[src/rtl/phase_accumulator_glide.sv]
// phase_accumulator_glide: oscillator phase accumulator with exponential glide and hard sync
module phase_accumulator_glide #(
  parameter int PHASE_W = 32,
  parameter int GLIDE_W = 4
) (
  input  logic               clk,
  input  logic               rst_n,
  input  logic               sample_en,
  input  logic [PHASE_W-1:0] freq_word,
  input  logic               freq_load,
  input  logic [GLIDE_W-1:0] glide_rate,
  input  logic               sync_in,
  output logic [PHASE_W-1:0] phase,
  output logic [PHASE_W-1:0] cur_inc,
  output logic               wrap,
  output logic               gliding
);
  logic [PHASE_W-1:0] phase_q, phase_d, cur_inc_q, cur_inc_d, target_q, target_d;
  logic               wrap_q, wrap_d, gliding_q, gliding_d, sync_pend_q, sync_pend_d;
  logic signed [PHASE_W:0] diff, step;
  logic [PHASE_W:0]   mag, sum;
  logic               snap, do_sync;
  // glide step toward target, then phase advance / sync / wrap for this edge
  always_comb begin
    diff        = $signed({1'b0, target_q}) - $signed({1'b0, cur_inc_q});
    mag         = diff[PHASE_W] ? $unsigned(-diff) : $unsigned(diff);
    step        = diff >>> glide_rate;
    snap        = (glide_rate == '0) || ((mag >> glide_rate) == '0);
    cur_inc_d   = !sample_en ? cur_inc_q : snap ? target_q : cur_inc_q + step[PHASE_W-1:0];
    target_d    = freq_load ? freq_word : target_q;
    do_sync     = sync_in | sync_pend_q;
    sum         = {1'b0, phase_q} + {1'b0, cur_inc_q};
    phase_d     = !sample_en ? phase_q : do_sync ? '0 : sum[PHASE_W-1:0];
    wrap_d      = sample_en & ~do_sync & sum[PHASE_W];
    sync_pend_d = sample_en ? 1'b0 : (sync_pend_q | sync_in);
    gliding_d   = cur_inc_d != target_d;
  end
  // state registers, cleared asynchronously
  always_ff @(posedge clk or negedge rst_n) begin
    if (!rst_n) begin
      phase_q     <= '0;
      cur_inc_q   <= '0;
      target_q    <= '0;
      wrap_q      <= 1'b0;
      gliding_q   <= 1'b0;
      sync_pend_q <= 1'b0;
    end else begin
      phase_q     <= phase_d;
      cur_inc_q   <= cur_inc_d;
      target_q    <= target_d;
      wrap_q      <= wrap_d;
      gliding_q   <= gliding_d;
      sync_pend_q <= sync_pend_d;
    end
  end
  assign phase   = phase_q;
  assign cur_inc = cur_inc_q;
  assign wrap    = wrap_q;
  assign gliding = gliding_q;
endmodule

[config.mk]
export PLATFORM = sky130hd
export DESIGN_NAME = phase_accumulator_glide
export DESIGN_NICKNAME = d
export VERILOG_FILES = /design/src/rtl/phase_accumulator_glide.sv
export SDC_FILE = /design/constraint.sdc
export NUM_CORES = 1
export LEC_CHECK = 0
export BUFFER_PORTS_ARGS = -buffer_cell sky130_fd_sc_hd__clkbuf_2
export CAP_MARGIN = 20
export CORE_AREA = 2 2 151 301
export CTS_BUF_LIST = sky130_fd_sc_hd__clkbuf_16
export CTS_CLUSTER_DIAMETER = 30
export DETAILED_ROUTE_END_ITERATION = 8
export DIE_AREA = 0 0 153 303
export GPL_TIMING_DRIVEN = 0
export HOLD_SLACK_MARGIN = 0.08
export SLEW_MARGIN = 20
export SYNTH_ARGS = -nofsm -noshare
export SYNTH_HDL_FRONTEND = slang
export SYNTH_SLANG_ARGS = --single-unit
[constraint.sdc]
create_clock -name clk -period 13.5 [get_ports clk]
set_input_delay 2.025 -clock clk [delete_from_list [all_inputs] [get_ports clk]]
set_output_delay 2.025 -clock clk [all_outputs]
set_load 0.005 [all_outputs]
==> summary.md <==
| Metric | Value |
|---|---|
| Status | `finished, final reports clean` |
| Reg area | `2480 sq um` |
| WL met1 | `18400 microns` |
| H-tree Lvls | `3` |
| First-pass GRT wire length | `85400 microns` |
| Multi-input gate area | `9960 sq um` |
| Total GRT Usage | `24.2%` |
| Post-synthesis instance total | `1698` |
| Worst-case vdd ir drop | `144 uV` |
| I/O Buffers | `102` |
| DR vias | `14100` |
| Syn Std Cell Area | `13100 sq um` |
| Hold Path Stages | `1` |
| Vias per cell | `5.95` |
| Final Hold Vio Count | `0` |
| R2R Setup Slk | `3.79 ns` |
| Grt total ovfl | `0` |
| RSZ-0062 raised after global routing | `no` |
| WL met3 | `2020 microns` |
| Antenna diodes | `0` |
| Die width | `153 microns` |
| Initial antenna violation count | `0` |
| Final min period | `11.24 ns` |
| DRC | `0` |
| Slowest stage delay, CP | `0.65 ns` |
| DR WL met2 | `30500 microns` |
| Area grow syn2layout | `12.2%` |
| F_max | `89.0 MHz` |
| Setup repair bufs after CTS | `0` |
| Vert. Die Dim | `303 microns` |
| FF-to-FF path depth | `24` |
| Leakage | `6.37 nW` |
| Largest net degree at the start of global routing | `83` |
| HP Class | `reg -> reg` |
| CTS tree | `built` |
| Slew margin rel. | `30.7%` |
| # clock sinks | `99` |
| CP max FO | `10` |
| Slowest CP cell | `or4_1` |
| Fraction of layout cells with a size suffix above 1 | `13.0%` |
| Clock buffer depth | `2` |
| Critical Setup Path Class | `in -> reg` |
| Post-DP HPWL | `48200 microns` |
| Hold-critical path endpoint | `phase[16]` |
| Clk Latency, worst-skew pair | `0.38 ns` |
| Routed Antenna Nets | `0` |
| Routability Congestion | `1.00` |
| Setup-failing EPs final | `0` |
| Post-Route WL | `57300 microns` |
| Mean Syn Cell Area | `7.70 sq um` |
| Crit path capture type | `flop` |
| Hold path start | `phase[16]` |
| Critical R2R Launch | `cur_inc[13]` |
| Power density over cell area | `332 nW/um^2` |
| Worst r2r dst | `gliding` |
| Root Driver | `clkbuf_16` |
| Worst setup SP type | `primary input` |
| Crit path arrival time | `11.48 ns` |
| Core box area | `44100 sq um` |
| Number of synthesized register bits | `99` |
| Placed Instances | `2358` |
| Tot Pwr | `0.00488 W` |
| Sequential share of the synthesized area | `18.9%` |
| # fillers | `4746` |
| Vias in the first global route | `14600` |
| Worst path required time | `13.74 ns` |
| Row count | `109` |
| Synth Flop Type | `dfrtp_1` |
| Slew @ Worst Pin | `1.03 ns` |
| Async SR Flop Fraction | `100%` |
| Total Nets Final | `1955` |
| Post-synth EDFFs | `0` |
| Die footprint | `46400 sq um` |
| Setup TNS | `0 ns` |
| Iter 0 DRT Violations | `777` |
| Clk pin slew, worst setup/hold paths | `0.07 ns` |
| Initial core utilization | `29.7%` |
| Hold Buf Count CTS | `0` |
| WL/cell | `24.1 microns` |
| Synthesized net count | `1838` |
| Design area | `14700 sq um` |
| Resize count post-CTS | `0` |
| Cell mode on critical path | `a21oi_1` |
| Non-filler instance count after layout | `2375` |
| Warnings, synthesis | `0` |
| Total of max-cap violations | `0` |
| Clk_skew | `0.0136 ns` |
| DR pass1 iterations | `5` |
| Placed inst area | `14400 sq um` |
| TritonCTS buffer count | `9` |
| Synth unique cells | `100` |
| Count of pins over their slew limit | `0` |
| Tcrit/Tclk final | `83.2%` |
| Uppermost routed layer | `met4` |
| I/O pin total | `107` |
## registers in the layout, indices dropped and copies added, names as in the netlist
| register | cells |
|---|---|
| cur_inc | 32 |
| phase | 32 |
| target_q | 32 |
| gliding | 1 |
| sync_pend_q | 1 |
| wrap | 1 |
## synth_stat cells (all sizes together) (7+ instances only)
cell type | number | share of area [%]
a22oi | 8 | 0.50
xor2 | 23 | 1.6
a21oi | 128 | 5.0
o41ai | 7 | 0.53
dfrtp | 99 | 19
and4 | 9 | 0.60
inv | 69 | 2.0
o31ai | 9 | 0.62
o32ai | 7 | 0.47
and3 | 26 | 1.2
nor3b | 7 | 0.40
nand4 | 12 | 0.62
or4 | 7 | 0.46
buf | 27 | 1.2
nor2 | 152 | 4.4
o21ai | 111 | 4.3
and2 | 20 | 0.96
nand3 | 36 | 1.4
a31oi | 24 | 1.1
or3 | 33 | 1.6
ha | 96 | 9.2
mux2 | 45 | 3.9
a21o | 30 | 1.7
nand2 | 165 | 4.8
nor3 | 47 | 1.9
nand2b | 13 | 0.62
o22ai | 19 | 1.0
nor2b | 10 | 0.48
a211oi | 37 | 2.3
or2 | 26 | 1.2
xnor2 | 79 | 5.3
a22o | 25 | 1.7
a211o | 8 | 0.54
clkbuf | 65 | 1.9
o21bai | 12 | 0.69
nor4 | 10 | 0.71
mux2i | 61 | 4.7
o21a | 22 | 1.3
o211ai | 22 | 1.3
## placed cells by master, fill, tap and decap left out, drive strengths merged, types with 26 or more instances in the layout
| cell | instances |
|---|---|
| a211oi | 37 |
| a21o | 30 |
| ha | 96 |
| inv | 72 |
| a21oi | 128 |
| or2 | 26 |
| xnor2 | 79 |
| nand3 | 36 |
| nor2 | 152 |
| clkbuf | 177 |
| mux2i | 61 |
| mux2 | 45 |
| and3 | 26 |
| nand2 | 165 |
| dfrtp | 99 |
| buf | 30 |
| o21ai | 111 |
| nor3 | 47 |
| or3 | 33 |
## final cells by class
| cell class | instances | area share (%) |
|---|---|---|
| Multi-Input combinational cell | 1437 | 67.9 |
| Sequential cell | 99 | 16.9 |
| Tap cell | 555 | 4.73 |
| Timing Repair Buffer | 106 | 3.86 |
| Buffer | 92 | 2.74 |
| Inverter | 70 | 1.79 |
| Clock buffer | 9 | 1.54 |
| Clock inverter | 7 | 0.512 |
## cell families (layout without fill, tap and decap cells)
kind of cell / Yosys count / in the layout / share of synthesized area, %
and+or+nand+nor: 581 / 581 / 21.9
muxes: 107 / 107 / 8.72
AOI/OAI and AO/OA: 548 / 548 / 28.7
adders and majority gates: 99 / 99 / 9.65
buffers and inverters: 162 / 284 / 5.08
DFF: 99 / 99 / 18.9
xor gates and xnor gates: 102 / 102 / 6.95
## report_power, final
group          internal, W  leakage, nW  switching [W]  total, W
clock network     0.000145        0.144       0.000129  0.000274
registers         0.000402         1.22       0.000156  0.000558
logic              0.00159         5.00        0.00246   0.00404
## routing by layer
layer	GRT usage (%)	up-vias
met3	2.60	251
met5	0	-
met4	23.7	0
met1	21.2	6767
li1	-	6563
met2	46.9	558
## worst max path at each step
stage / from / cells past startpoint / end
after floorplan: glide_rate[0] / 33 / gliding
after global placement: glide_rate[0] / 27 / gliding
after detailed placement: glide_rate[0] / 27 / gliding
after CTS: glide_rate[0] / 30 / gliding
after global routing: glide_rate[0] / 27 / gliding
final: glide_rate[0] / 30 / gliding
## critical path: cells and delay by family
family	cells	cell delay, ns
AOI/OAI and AO/OA	16	4.02
xor gates and xnor gates	2	0.37
adders and majority gates	1	0.48
buffers and inverters	6	2.85
muxes	1	0.29
and+or+nand+nor	4	1.43
## per-stage QoR
step	utilization, %	hold WS [ns]	setup WS [ns]
after global routing	33.3	0.555	2.01
after global placement	32.4	0.498	2.13
after detailed placement	32.6	0.513	2.06
final	33.3	0.532	2.26
after floorplan	-	0.472	5.22
after CTS	33.3	0.531	2.43
(Power assumes the default switching activity.)
